--- src/rtl/intc_sched_pkg.sv ---
// Shared encodings and helpers for the interrupt scheduler.
// The state encoding and vector-address arithmetic live here.
package intc_sched_pkg;

  localparam logic [1:0] IDLE = 2'd0;
  localparam logic [1:0] REQ  = 2'd1;
  localparam logic [1:0] SVC  = 2'd2;

  // Callers truncate the result to their own address width.
  function automatic logic [63:0] vec_addr(
    input logic [63:0] base,
    input logic [63:0] stride,
    input logic [3:0]  sel
  );
    return base + stride * {60'd0, sel};
  endfunction

endpackage

--- src/rtl/intc_arbiter.sv ---
// Winner selection among eligible interrupt sources.
// INTC_SCHED_RR_EN selects round-robin; otherwise lowest index wins.
module intc_arbiter #(
  parameter  int N  = 4,
  localparam int SW = $clog2(N)
) (
  input  logic [N-1:0]  eligible,
  input  logic [SW-1:0] rr_ptr,
  output logic [SW-1:0] sel,
  output logic          any
);

`ifdef INTC_SCHED_RR_EN
  // Scan downward so the lowest offset from rr_ptr is written last.
  always_comb begin
    sel = '0;
    any = 1'b0;
    for (int k = N - 1; k >= 0; k--) begin
      if (eligible[(int'(rr_ptr) + k) % N]) begin
        sel = SW'((int'(rr_ptr) + k) % N);
        any = 1'b1;
      end
    end
  end
`else
  logic unused_ptr;
  assign unused_ptr = ^rr_ptr;

  always_comb begin
    sel = '0;
    any = 1'b0;
    for (int k = N - 1; k >= 0; k--) begin
      if (eligible[k]) begin
        sel = SW'(k);
        any = 1'b1;
      end
    end
  end
`endif

endmodule

--- src/rtl/intc_scheduler.sv ---
// IRQ/IACK/EOI sequencer for N accelerator done sources.
// Define INTC_SCHED_RR_EN for round-robin arbitration.
module intc_scheduler
  import intc_sched_pkg::*;
#(
  parameter  int              N_SRC      = 4,
  parameter  int              ADDR_W     = 32,
  parameter  logic [ADDR_W-1:0] VEC_BASE   = '0,
  parameter  logic [ADDR_W-1:0] VEC_STRIDE = ADDR_W'(32'h20),
  localparam int              SW         = $clog2(N_SRC)
) (
  input  logic              clk,
  input  logic              rst,
  input  logic [N_SRC-1:0]  done,
  input  logic              mask_we,
  input  logic [N_SRC-1:0]  mask_wdata,
  input  logic              iack,
  input  logic              eoi,
  output logic              irq,
  output logic [ADDR_W-1:0] addr,
  output logic [N_SRC-1:0]  pending,
  output logic [N_SRC-1:0]  in_service,
  output logic [N_SRC-1:0]  mask,
  output logic [N_SRC-1:0]  overrun
);

  logic [1:0]        state_q;
  logic [SW-1:0]     sel_q;
  logic              irq_q;
  logic [ADDR_W-1:0] addr_q;
  logic [N_SRC-1:0]  done_q;
  logic [N_SRC-1:0]  pending_q, pending_d;
  logic [N_SRC-1:0]  overrun_q, overrun_d;
  logic [N_SRC-1:0]  mask_q;
  logic [N_SRC-1:0]  insvc_q;
  logic [N_SRC-1:0]  edge_w;
  logic [N_SRC-1:0]  eligible;
  logic [SW-1:0]     win;
  logic [SW-1:0]     rr_ptr;
  logic              any;
  logic              ack;
  logic [ADDR_W-1:0] vec_a;

  assign edge_w   = done & ~done_q;
  assign eligible = pending_q & ~mask_q;
  assign ack      = (state_q == REQ) && iack;
  assign vec_a    = ADDR_W'(vec_addr(64'(VEC_BASE), 64'(VEC_STRIDE), 4'(win)));

  // A fresh edge outranks the acknowledge clear of the same source.
  always_comb begin
    pending_d = pending_q;
    if (ack) pending_d[sel_q] = 1'b0;
    pending_d = pending_d | edge_w;
    overrun_d = overrun_q | (edge_w & pending_q);
  end

  intc_arbiter #(.N(N_SRC)) u_arb (
    .eligible (eligible),
    .rr_ptr   (rr_ptr),
    .sel      (win),
    .any      (any)
  );

`ifdef INTC_SCHED_RR_EN
  logic [SW-1:0] rr_ptr_q;
  assign rr_ptr = rr_ptr_q;

  always_ff @(posedge clk) begin
    if (rst) begin
      rr_ptr_q <= '0;
    end else if (ack) begin
      rr_ptr_q <= (sel_q == SW'(N_SRC - 1)) ? '0 : sel_q + 1'b1;
    end
  end
`else
  assign rr_ptr = '0;
`endif

  always_ff @(posedge clk) begin
    if (rst) begin
      state_q   <= IDLE;
      sel_q     <= '0;
      irq_q     <= 1'b0;
      addr_q    <= '0;
      done_q    <= '0;
      pending_q <= '0;
      overrun_q <= '0;
      mask_q    <= '0;
      insvc_q   <= '0;
    end else begin
      done_q    <= done;
      pending_q <= pending_d;
      overrun_q <= overrun_d;
      if (mask_we) mask_q <= mask_wdata;
      unique case (state_q)
        IDLE: begin
          if (any) begin
            sel_q   <= win;
            addr_q  <= vec_a;
            irq_q   <= 1'b1;
            state_q <= REQ;
          end else begin
            irq_q <= 1'b0;
          end
        end
        REQ: begin
          if (iack) begin
            insvc_q <= N_SRC'(1) << sel_q;
            irq_q   <= 1'b0;
            state_q <= SVC;
          end
        end
        SVC: begin
          if (eoi) begin
            insvc_q <= '0;
            state_q <= IDLE;
          end
        end
        default: state_q <= IDLE;
      endcase
    end
  end

  assign irq        = irq_q;
  assign addr       = addr_q;
  assign pending    = pending_q;
  assign in_service = insvc_q;
  assign mask       = mask_q;
  assign overrun    = overrun_q;

endmodule

--- config.mk ---
export PLATFORM = sky130hd
export DESIGN_NAME = intc_scheduler
export DESIGN_NICKNAME = d
export VERILOG_FILES = /design/src/rtl/intc_sched_pkg.sv /design/src/rtl/intc_arbiter.sv /design/src/rtl/intc_scheduler.sv
export SDC_FILE = /design/constraint.sdc
export NUM_CORES = 1
export LEC_CHECK = 0
export CAP_MARGIN = 20
export CELL_PAD_IN_SITES_DETAIL_PLACEMENT = 1
export CELL_PAD_IN_SITES_GLOBAL_PLACEMENT = 1
export CORE_UTILIZATION = 27
export DETAILED_ROUTE_END_ITERATION = 8
export PLACE_DENSITY = 0.78
export SLEW_MARGIN = 15
export SYNTH_ARGS = -nofsm -noshare
export SYNTH_HDL_FRONTEND = slang
export SYNTH_SLANG_ARGS = --single-unit
--- constraint.sdc ---
create_clock -name clk -period 1.2 [get_ports clk]
set_input_delay 0.24 -clock clk [delete_from_list [all_inputs] [get_ports clk]]
set_output_delay 0.24 -clock clk [all_outputs]
set_load 0.005 [all_outputs]
Word level (Yosys, flattened, before mapping) --
Cells that the tools add are included.
Storage, ports and cells: register bits 25, input bits 13, word-level logic and storage cells 55
Operators by class: shift operators 1, bitwise logic cells 9, order comparisons 2, reduce and logical (&&, ||, !) cells 9, muxes and demuxes 21, eq/ne operators 5
Operators by type and width (number):
- $and 4x4->4 | 4
- $mux 2 | 7
- $mux 4 | 3
- $not 4->4 | 3
- $or 4x4->4 | 2
- $pmux 4 s2 | 1
- $mux 1 | 7
- $ne 2x2->1 const B | 3
- $pmux 2 s3 | 1
- $reduce_and 3->1 | 2
- $reduce_and 2->1 | 2
- $reduce_bool 2->1 | 2
- $shl 1x2->4 const A | 1
- $lt 2x3->1 const B | 1
- $demux 1 s2 | 1
- $eq 2x1->1 const B | 1
- $eq 2x2->1 const B | 1
- $ge 2x1->1 const B | 1
- $logic_and 1x1->1 | 2
- $logic_not 2->1 | 1
- $pmux 1 s2 | 1

Longest topological paths before layout --
Gate-level depths: netlist of the first run.
depth in word-level cells 8, depth in mapped cells 3, depth with buffers taken out 3

Hierarchy --
Synthesis of the first run repeated with hierarchy kept, for this count alone.
Unflattened totals: cell total of the unflattened synthesis 134, area total of the unflattened synthesis 1181.1 µm²
Modules (own cells, without submodules):
- intc_scheduler | area each 1146.1 µm², seq. area each 500.5 µm², instances 1, cells each 127
- intc_arbiter | area each 35.0 µm², seq. area each 0.0 µm², instances 1, cells each 7

Worst setup path after synthesis of the first run --
Ideal clock, no wire load.
path kind register to register, from reg state_q[0], to reg insvc_q[1] (netlist: in_service[1]), arrival 0.932 ns, data required time 1.083 ns, path slack 0.151 ns, clock period less this slack 1.049 ns, path buffers 0, cell stages (with the launch flop) 4, cells stage by stage dfxtp_1 > nand3b_4 > and3b_4 > a22o_1
On the way: longest elaborated chain between the ends 3
RTL lines:
- from (decl) | line intc_scheduler.sv:27 | logic [1:0] state_q;
- from (signal assigned) | line intc_scheduler.sv:81 | state_q <= IDLE;
- from (signal assigned) | line intc_scheduler.sv:101 | state_q <= REQ;
- from (signal assigned) | line intc_scheduler.sv:110 | state_q <= SVC;
- $eq 2x2->1 / $eq 2x1->1 (equally long branches) | line intc_scheduler.sv:95 | unique case (state_q)
- $ne 2x2->1 (no source line) / $reduce_bool 2->1 (equally long branches)
- $reduce_and 3->1 (no source line)
- to (signal assigned) | line intc_scheduler.sv:108 | insvc_q <= N_SRC'(1) << sel_q;
- to (decl) | line intc_scheduler.sv:35 | logic [N_SRC-1:0] insvc_q;
Parallel ways exist; a longest one is shown, timed or not. A chain may end at the register's enable or synchronous reset.

Worst setup path after layout of the first run --
from reg pending_q[1] (netlist: pending[1]), to reg irq_q (netlist: irq)
On the way: longest elaborated chain between the ends 5
RTL lines:
- from (decl) | line intc_scheduler.sv:32 | logic [N_SRC-1:0] pending_q, pending_d;
- from (signal assigned) | line intc_scheduler.sv:92 | pending_q <= pending_d;
- $and 4x4->4 | line intc_scheduler.sv:45 | assign eligible = pending_q & ~mask_q;
- $mux 1 (2 in a row) | line intc_arbiter.sv:33 | if (eligible[k]) begin
- $mux 1 | line intc_scheduler.sv:97 | if (any) begin
- $pmux 1 s2 | line intc_scheduler.sv:95
- to (signal assigned) | line intc_scheduler.sv:100 | irq_q <= 1'b1;
- to (signal assigned) | line intc_scheduler.sv:103 | irq_q <= 1'b0;
- to (signal assigned) | line intc_scheduler.sv:109 | irq_q <= 1'b0;
- to (decl) | line intc_scheduler.sv:29 | logic irq_q;
No other way between the ends.

==> results of run 1 <==
worst max-delay path: cells and delay by family, from the launching register on:
family	cells	cell delay, ns
AO/OA/AOI/OAI	2	0.44
flip-flops	1	0.34
AND/OR/NAND/NOR	1	0.14
buffers and inverters	1	0.11
per-stage QoR:
step                      hold WS, ns  TNS (ns)
after floorplan                 0.368         0
after global placement          0.448     -2.06
after detailed placement        0.462     -2.47
after CTS                       0.466  -0.00604
after global routing            0.488   -0.0127
final                           0.461         0
cells in the mapped netlist:
library cell | count | area, µm²
nor2_1 | 10 | 37.5
nand2_1 | 4 | 15.0
o21ai_1 | 2 | 10.0
o21ai_0 | 2 | 10.0
nand3b_1 | 1 | 7.51
inv_1 | 8 | 30.0
buf_4 | 30 | 225
o31ai_1 | 4 | 30.0
nand3b_4 | 1 | 20.0
nand3_1 | 1 | 5.00
a211oi_1 | 1 | 7.51
o21a_1 | 1 | 7.51
a22o_1 | 2 | 17.5
nor2b_2 | 1 | 8.76
a32o_1 | 2 | 20.0
a21oi_1 | 7 | 35.0
o41ai_1 | 1 | 8.76
a211o_1 | 1 | 8.76
nand2b_1 | 2 | 12.5
nor2b_1 | 8 | 50.1
and3b_4 | 1 | 12.5
conb_1 | 1 | 3.75
clkbuf_1 | 3 | 11.3
a221oi_1 | 1 | 8.76
mux2i_1 | 4 | 40.0
nor4_1 | 1 | 6.26
nor3_1 | 1 | 5.00
a31oi_1 | 4 | 25.0
dfxtp_1 | 25 | 500
repair_timing:
action / in CTS / in global routing
setup endpoints to repair: 22 / 9
hold buffers: 0 / 0
pin swaps: 2 / 4
resized for setup: 43 / 9
buffers inserted: 10 / 1
how the worst max path moves through the flow:
| stage | from | end | slack [ns] |
|---|---|---|---|
| after CTS | pending[0] | irq | -0.006 |
| after floorplan | state_q[0] | in_service[1] | 0.15 |
| after global routing | pending[1] | irq | -0.008 |
| final | pending[1] | irq | 0.05 |
| after global placement | iack | in_service[1] | -0.25 |
| after detailed placement | iack | in_service[1] | -0.29 |
cells by family (layout without fill, tap and decap cells):
family,Yosys count,after routing,share of synthesized area [%]
AO/OA/AOI/OAI,28,28,16.0
AND/OR/NAND/NOR,31,31,15.3
multiplexers,4,4,3.39
buffers and inverters,41,60,22.6
other,1,30,0.318
flip-flops,25,25,42.4
final cells by class:
cell class                 instances  share of cell area [%]
tap                               50                    3.78
multi-input combinational         93                    34.8
sequential                        25                    31.6
clock inverter                     1                   0.302
inverter                           8                    1.81
clock buffer                       3                    2.49
timing repair buffer              48                    25.2
state kept, by name, summed over array words and instances (netlist names):
register,flops
overrun,4
addr,2
in_service,4
mask,4
state_q,2
pending,4
done_q,4
irq,1
metal layers:
metal	up-vias	global-route usage (%)
met2	39	24.1
met1	461	15.0
li1	476	-
met3	4	4.00
met5	-	0
met4	0	2.60
power breakdown:
| part | internal [W] | switching, W | leakage [nW] | total [W] |
|---|---|---|---|---|
| combinational | 0.000232 | 0.000207 | 0.570 | 0.000439 |
| clock | 0.000232 | 0.000265 | 0.0255 | 0.000497 |
| sequential | 0.000898 | 0.0000445 | 0.213 | 0.000943 |
==> key figures, run 1 <==
Outcome
  • Status: finished clean

Clock tree
  • Clock Latency Late Sink: 0.27 ns
  • Root Buffer: clkbuf_8
  • H-tree depth: 1
  • Clock Path Buffers: 2
  • CTS tree: done
  • Inserted Clock Buffers: 3
  • Clock transition at path regs: 0.09 ns
  • CTS Sinks: 25

Detailed routing
  • Drt wl/cell: 12.4 µm
  • DR WL met3: 187 µm
  • M1 wire length: 1.18 mm
  • DRC: 0
  • Highest routed metal layer: met4
  • Total via count in the routed design: 980
  • DR iter-0 viols: 29
  • Drt total wl: 2.82 mm
  • ANT nets after route: 0
  • TritonRoute pass-1 iters: 4
  • Via/cell ratio: 4.30
  • Met2 routed WL: 1.43 mm

Cells and area
  • Ant diodes: 0
  • Register area: 524 µm²
  • Final Util: 40.5%
  • Number of fill cells: 492
  • Final #Nets: 192
  • Final non-filler cell total: 228
  • Most frequent cells in the layout: 30 x conb_1, 20 x dlygate4sd2_1, 19 x dfxtp_2
  • Commonest non-fill, non-tap cell in the layout: conb_1
  • Layout cell share with drive strength beyond 1: 27.5%
  • Final Instance Area: 1660 µm²
  • Area of the multi-input gates: 577 µm²
  • Layout area overhead: 40.4%

Critical path
  • Critical Path Max Stage Delay: 0.34 ns
  • Reg2reg start: pending[1]
  • Startpoint Class: flop
  • CP Capture Type: flop
  • Reg2reg end: irq
  • CP Cell Sequence: nor2b_4 -> buf_6 -> o41ai_4 -> a21oi_1
  • CP Data Required Time: 1.35 ns
  • Critical Path Slowest Stage Cell: dfxtp_2
  • Crit path kind: reg2reg
  • Crit-path max FO: 5
  • CP Data Arrival Time: 1.31 ns
  • Reg2Reg Setup Slack: 0.05 ns
  • Worst Reg-to-Reg Cells: 4

Die
  • Die ar.: 4640 µm²
  • Site Rows: 23
  • Initial core utilization: 28.9%
  • # IOs: 62
  • Core Area: 4090 µm²
  • Die H: 68.1 µm
  • Die Width: 68.1 µm

Global routing
  • Congestion Overflow GR: 0
  • Initial antenna violation count: 0
  • Gr usage total: 13.2%
  • First-pass GRT wire length: 4.52 mm
  • Largest net degree at the start of global routing: 15
  • Vias in the first global route: 977

Logic synthesis
  • Cells after synthesis: 130
  • Yosys reg bits: 25
  • Post-synthesis sequential area ratio: 42.4%
  • Post-Syn Area per Cell: 9.08 µm²
  • Mapped Area: 1180 µm²
  • Cell variety after synth: 29
  • Yosys warns: 0

STA
  • Fin Clk Skew: 0.000606 ns
  • Tcrit/Tclk final: 96.2%
  • Fin crit period: 1.15 ns
  • Endpoints failing setup: 0
  • Achievable frequency: 0.866 GHz
  • RSZ-0062 raised after global routing: true
  • Final setup margin: 0.0453 ns
  • Final hold violations: 0
  • Final Max Slew Viols: 0

Power and ir drop
  • P per Cell Area: 1130 nW/µm²
  • Power consumption: 0.00188 W
  • Lkg Pwr: 0.809 nW
  • Peak VDD IR: 0.596 mV

Hold path
  • Hold path cells: 1
  • Hold Path Class: reg2reg
  • Worst Hold Path EP: in_service[3]
  • Min-Delay Startpoint: in_service[3]

Placement
  • Dpl ws: -0.291 ns
  • Dpl hpwl: 1.97 mm
  • PortBufs: 31
  • Area after DPL: 1490 µm²
  • Dpl cells: 215
  • Final GP Congestion: 0.792

Flow run
  • Max capacitance violation total: 0
No activity file was read; power rests on OpenSTA's default activity.
==> run 2: changes to the inputs <==
Settings changed: ABC_AREA from default to 1, CORE_UTILIZATION 27 to 26, PLACE_DENSITY 0.78 to 0.79.
==> key figures, run 2 <==
Clock tree
  • Inserted Clock Buffers: 3 (unchanged)
  • # hold bufs at CTS: 0 (unchanged)
  • Clock transition at path regs: 0.09 ns (about the same)
  • CTS tree: done
  • Clock Path Buffers: 2 (unchanged)
  • H-tree depth: 1 (unchanged)
  • Root Buffer: clkbuf_8
  • CTS Sinks: 25 (unchanged)
  • Clock Latency Late Sink: 0.26 ns (about the same)

Power and ir drop
  • Power consumption: 0.00181 W (-3.6%)
  • Peak VDD IR: 0.350 mV (-41%)
  • P per Cell Area: 1180 nW/µm² (+4.1%)
  • Lkg Pwr: 0.798 nW (-1.3%)

Critical path
  • Crit path kind: in2reg
  • Crit-path max FO: 7 (+2)
  • CP Data Arrival Time: 1.25 ns (-0.06 ns)
  • CP Data Required Time: 1.35 ns (about the same)
  • CP Capture Type: flop
  • Startpoint Class: primary input

Logic synthesis
  • Cells after synthesis: 158 (+22%)
  • Cell variety after synth: 16 (-45%)
  • Number of synthesized flops with an enable pin: 0 (unchanged)
  • Synth top area cells: dfxtp_1 42%, buf_4 19%, nand2_1 8.2%
  • Commonest cells in the netlist: 30 x buf_4, 26 x nand2_1, 25 x dfxtp_1, 24 x inv_1, 17 x a21oi_1
  • Yosys warns: 0 (unchanged)
  • Post-Syn Area per Cell: 7.50 µm² (-17%)
  • Asr flop ratio synth: 0% (unchanged)
  • Yosys top cell area share: 42.2% (-0.18 points)
  • Post-synthesis sequential area ratio: 42.2% (-0.18 points)
  • Count leader, synth: buf_4
  • Main synth FF type: dfxtp_1
  • Yosys top cell by area: dfxtp_1
  • Mapped Area: 1180 µm² (+0.42%)
  • Yosys reg bits: 25 (unchanged)

STA
  • Tcrit/Tclk final: 91.6% (-4.6 points)
  • Fin crit period: 1.10 ns (-0.0552 ns)
  • Fin Clk Skew: 0.00341 ns (+0.00281 ns)
  • Final Max Slew Viols: 0 (unchanged)
  • Worst hold slack: 0.454 ns (-0.00693 ns)
  • Achievable frequency: 0.909 GHz (+5.0%)
  • RSZ-0062 raised after global routing: false
  • Endpoints failing setup: 0 (unchanged)
  • Final hold violations: 0 (unchanged)

Global routing
  • Vias in the first global route: 1,013 (+3.7%)
  • Largest net degree at the start of global routing: 17 (+2)
  • Congestion Overflow GR: 0 (unchanged)
  • Initial antenna violation count: 0 (unchanged)
  • Gr usage total: 11.2% (-2.0 points)
  • First-pass GRT wire length: 4.33 mm (-4.1%)

Cells and area
  • Most frequent cells in the layout: 30 x conb_1, 26 x nand2_1, 24 x inv_1
  • Layout cell share with drive strength beyond 1: 15.2% (-12 points)
  • Final non-filler cell total: 250 (+9.6%)
  • Ant diodes: 0 (unchanged)
  • Final #Nets: 212 (+10%)
  • Commonest non-fill, non-tap cell in the layout: conb_1
  • Layout area overhead: 29.5%

Detailed routing
  • Via/cell ratio: 3.96 (-7.8%)
  • Total via count in the routed design: 991 (+1.1%)
  • Drt wl/cell: 10.2 µm (-18%)
  • DRC: 0 (unchanged)
  • DR iter-0 viols: 28 (-3.4%)
  • TritonRoute pass-1 iters: 4 (unchanged)
  • Drt total wl: 2.54 mm (-9.9%)
  • ANT nets after route: 0 (unchanged)

Placement
  • Dpl cells: 245 (+14%)
  • Final GP Congestion: 0.851 (+7.5%)
  • Dpl hpwl: 2.05 mm (+4.1%)
  • PortBufs: 31 (unchanged)

Flow run
  • Max capacitance violation total: 0 (unchanged)

Die
  • Die Width: 69.5 µm (+2.1%)
  • Core Area: 4350 µm² (+6.6%)
  • Die H: 69.5 µm (+2.1%)
  • Initial core utilization: 27.2% (-1.7 points)
  • # IOs: 62 (unchanged)
  • Die ar.: 4830 µm² (+4.2%)
  • Site Rows: 24 (+4.3%)

Hold path
  • Hold Path Class: reg2reg

Outcome
  • Status: finished clean
run 2: cell types whose count changed in the layout (fill, tap and decap cells not counted), sizes merged, moves of 4 or more:
cell,previous run,this run
o31ai,4,0
nor2b,9,0
mux2i,4,0
nand2,4,26
nand3,1,14
buf,17,8
inv,8,25
a21oi,7,17
a31oi,4,0
run 2: final timing paths:
path	startpoint	to	slack, ns	depth (start not counted)
setup reg to reg	pending[1]	state_q[0]	0.11	7
hold / removal	overrun[0]	overrun[0]	0.45	2
setup / recovery	iack	pending[0]	0.10	6
hold reg to reg	overrun[0]	overrun[0]	0.45	2
run 2: area by class of cell:
class / count / area [µm²]
clock buffers: 4 / 45.0
fillers: 544 / 2820
well taps: 52 / 65.1
flip-flops and latches: 25 / 519
multi-input cells: 105 / 464
repair buffers: 39 / 347
inverters: 25 / 93.8
run 2: cell families (layout without fill, tap and decap cells):
kind of cell	Yosys count	in the layout	synth area share, %
buffers and inverters	57	68	27.8
AND/OR/NAND/NOR	52	52	19.7
flip-flops	25	25	42.2
AO/OA/AOI/OAI	23	23	9.93
other	1	30	0.316
run 2: power breakdown:
part | switching [W] | internal (W) | total (W)
clock network | 0.000258 | 0.000237 | 0.000495
registers | 0.0000386 | 0.000901 | 0.000940
logic | 0.000200 | 0.000177 | 0.000377
total | 0.000497 | 0.00131 | 0.00181
run 2: routing by layer:
| layer | up-vias | GRT usage (%) | wire, µm |
|---|---|---|---|
| li1 | 505 | - | - |
| met1 | 446 | 13.3 | 1100 |
| met2 | 34 | 19.2 | 1250 |
| met3 | 6 | 2.62 | 135 |
| met4 | 0 | 4.76 | 55 |
| met5 | - | 0 | 0 |
run 2: per-stage QoR:
step | area, µm² | utilization (%) | TNS (ns) | worst slack, ns
2_1_floorplan | 1290 | - | 0 | 0.270
3_3_place_gp | 1490 | 34.1 | -1.19 | -0.146
3_5_place_dp | 1490 | 34.1 | -1.33 | -0.156
4_1_cts | 1530 | 35.2 | 0 | 0.0683
5_1_grt | 1530 | 35.2 | 0 | 0.0000290
6_report | 1530 | 35.2 | 0 | 0.100
run 2: what timing repair did:
action	4_1_cts	5_1_grt
gates resized for setup	34	1
setup buffers	1	0
endpoints found under the setup margin	19	1
run 2: critical path, cell delays in order:
cell,delay [ns]
clkdlybuf4s50_1,0.53
nand3_4,0.13
inv_2,0.10
nand3_1,0.11
nand2_1,0.08
a21oi_1,0.06
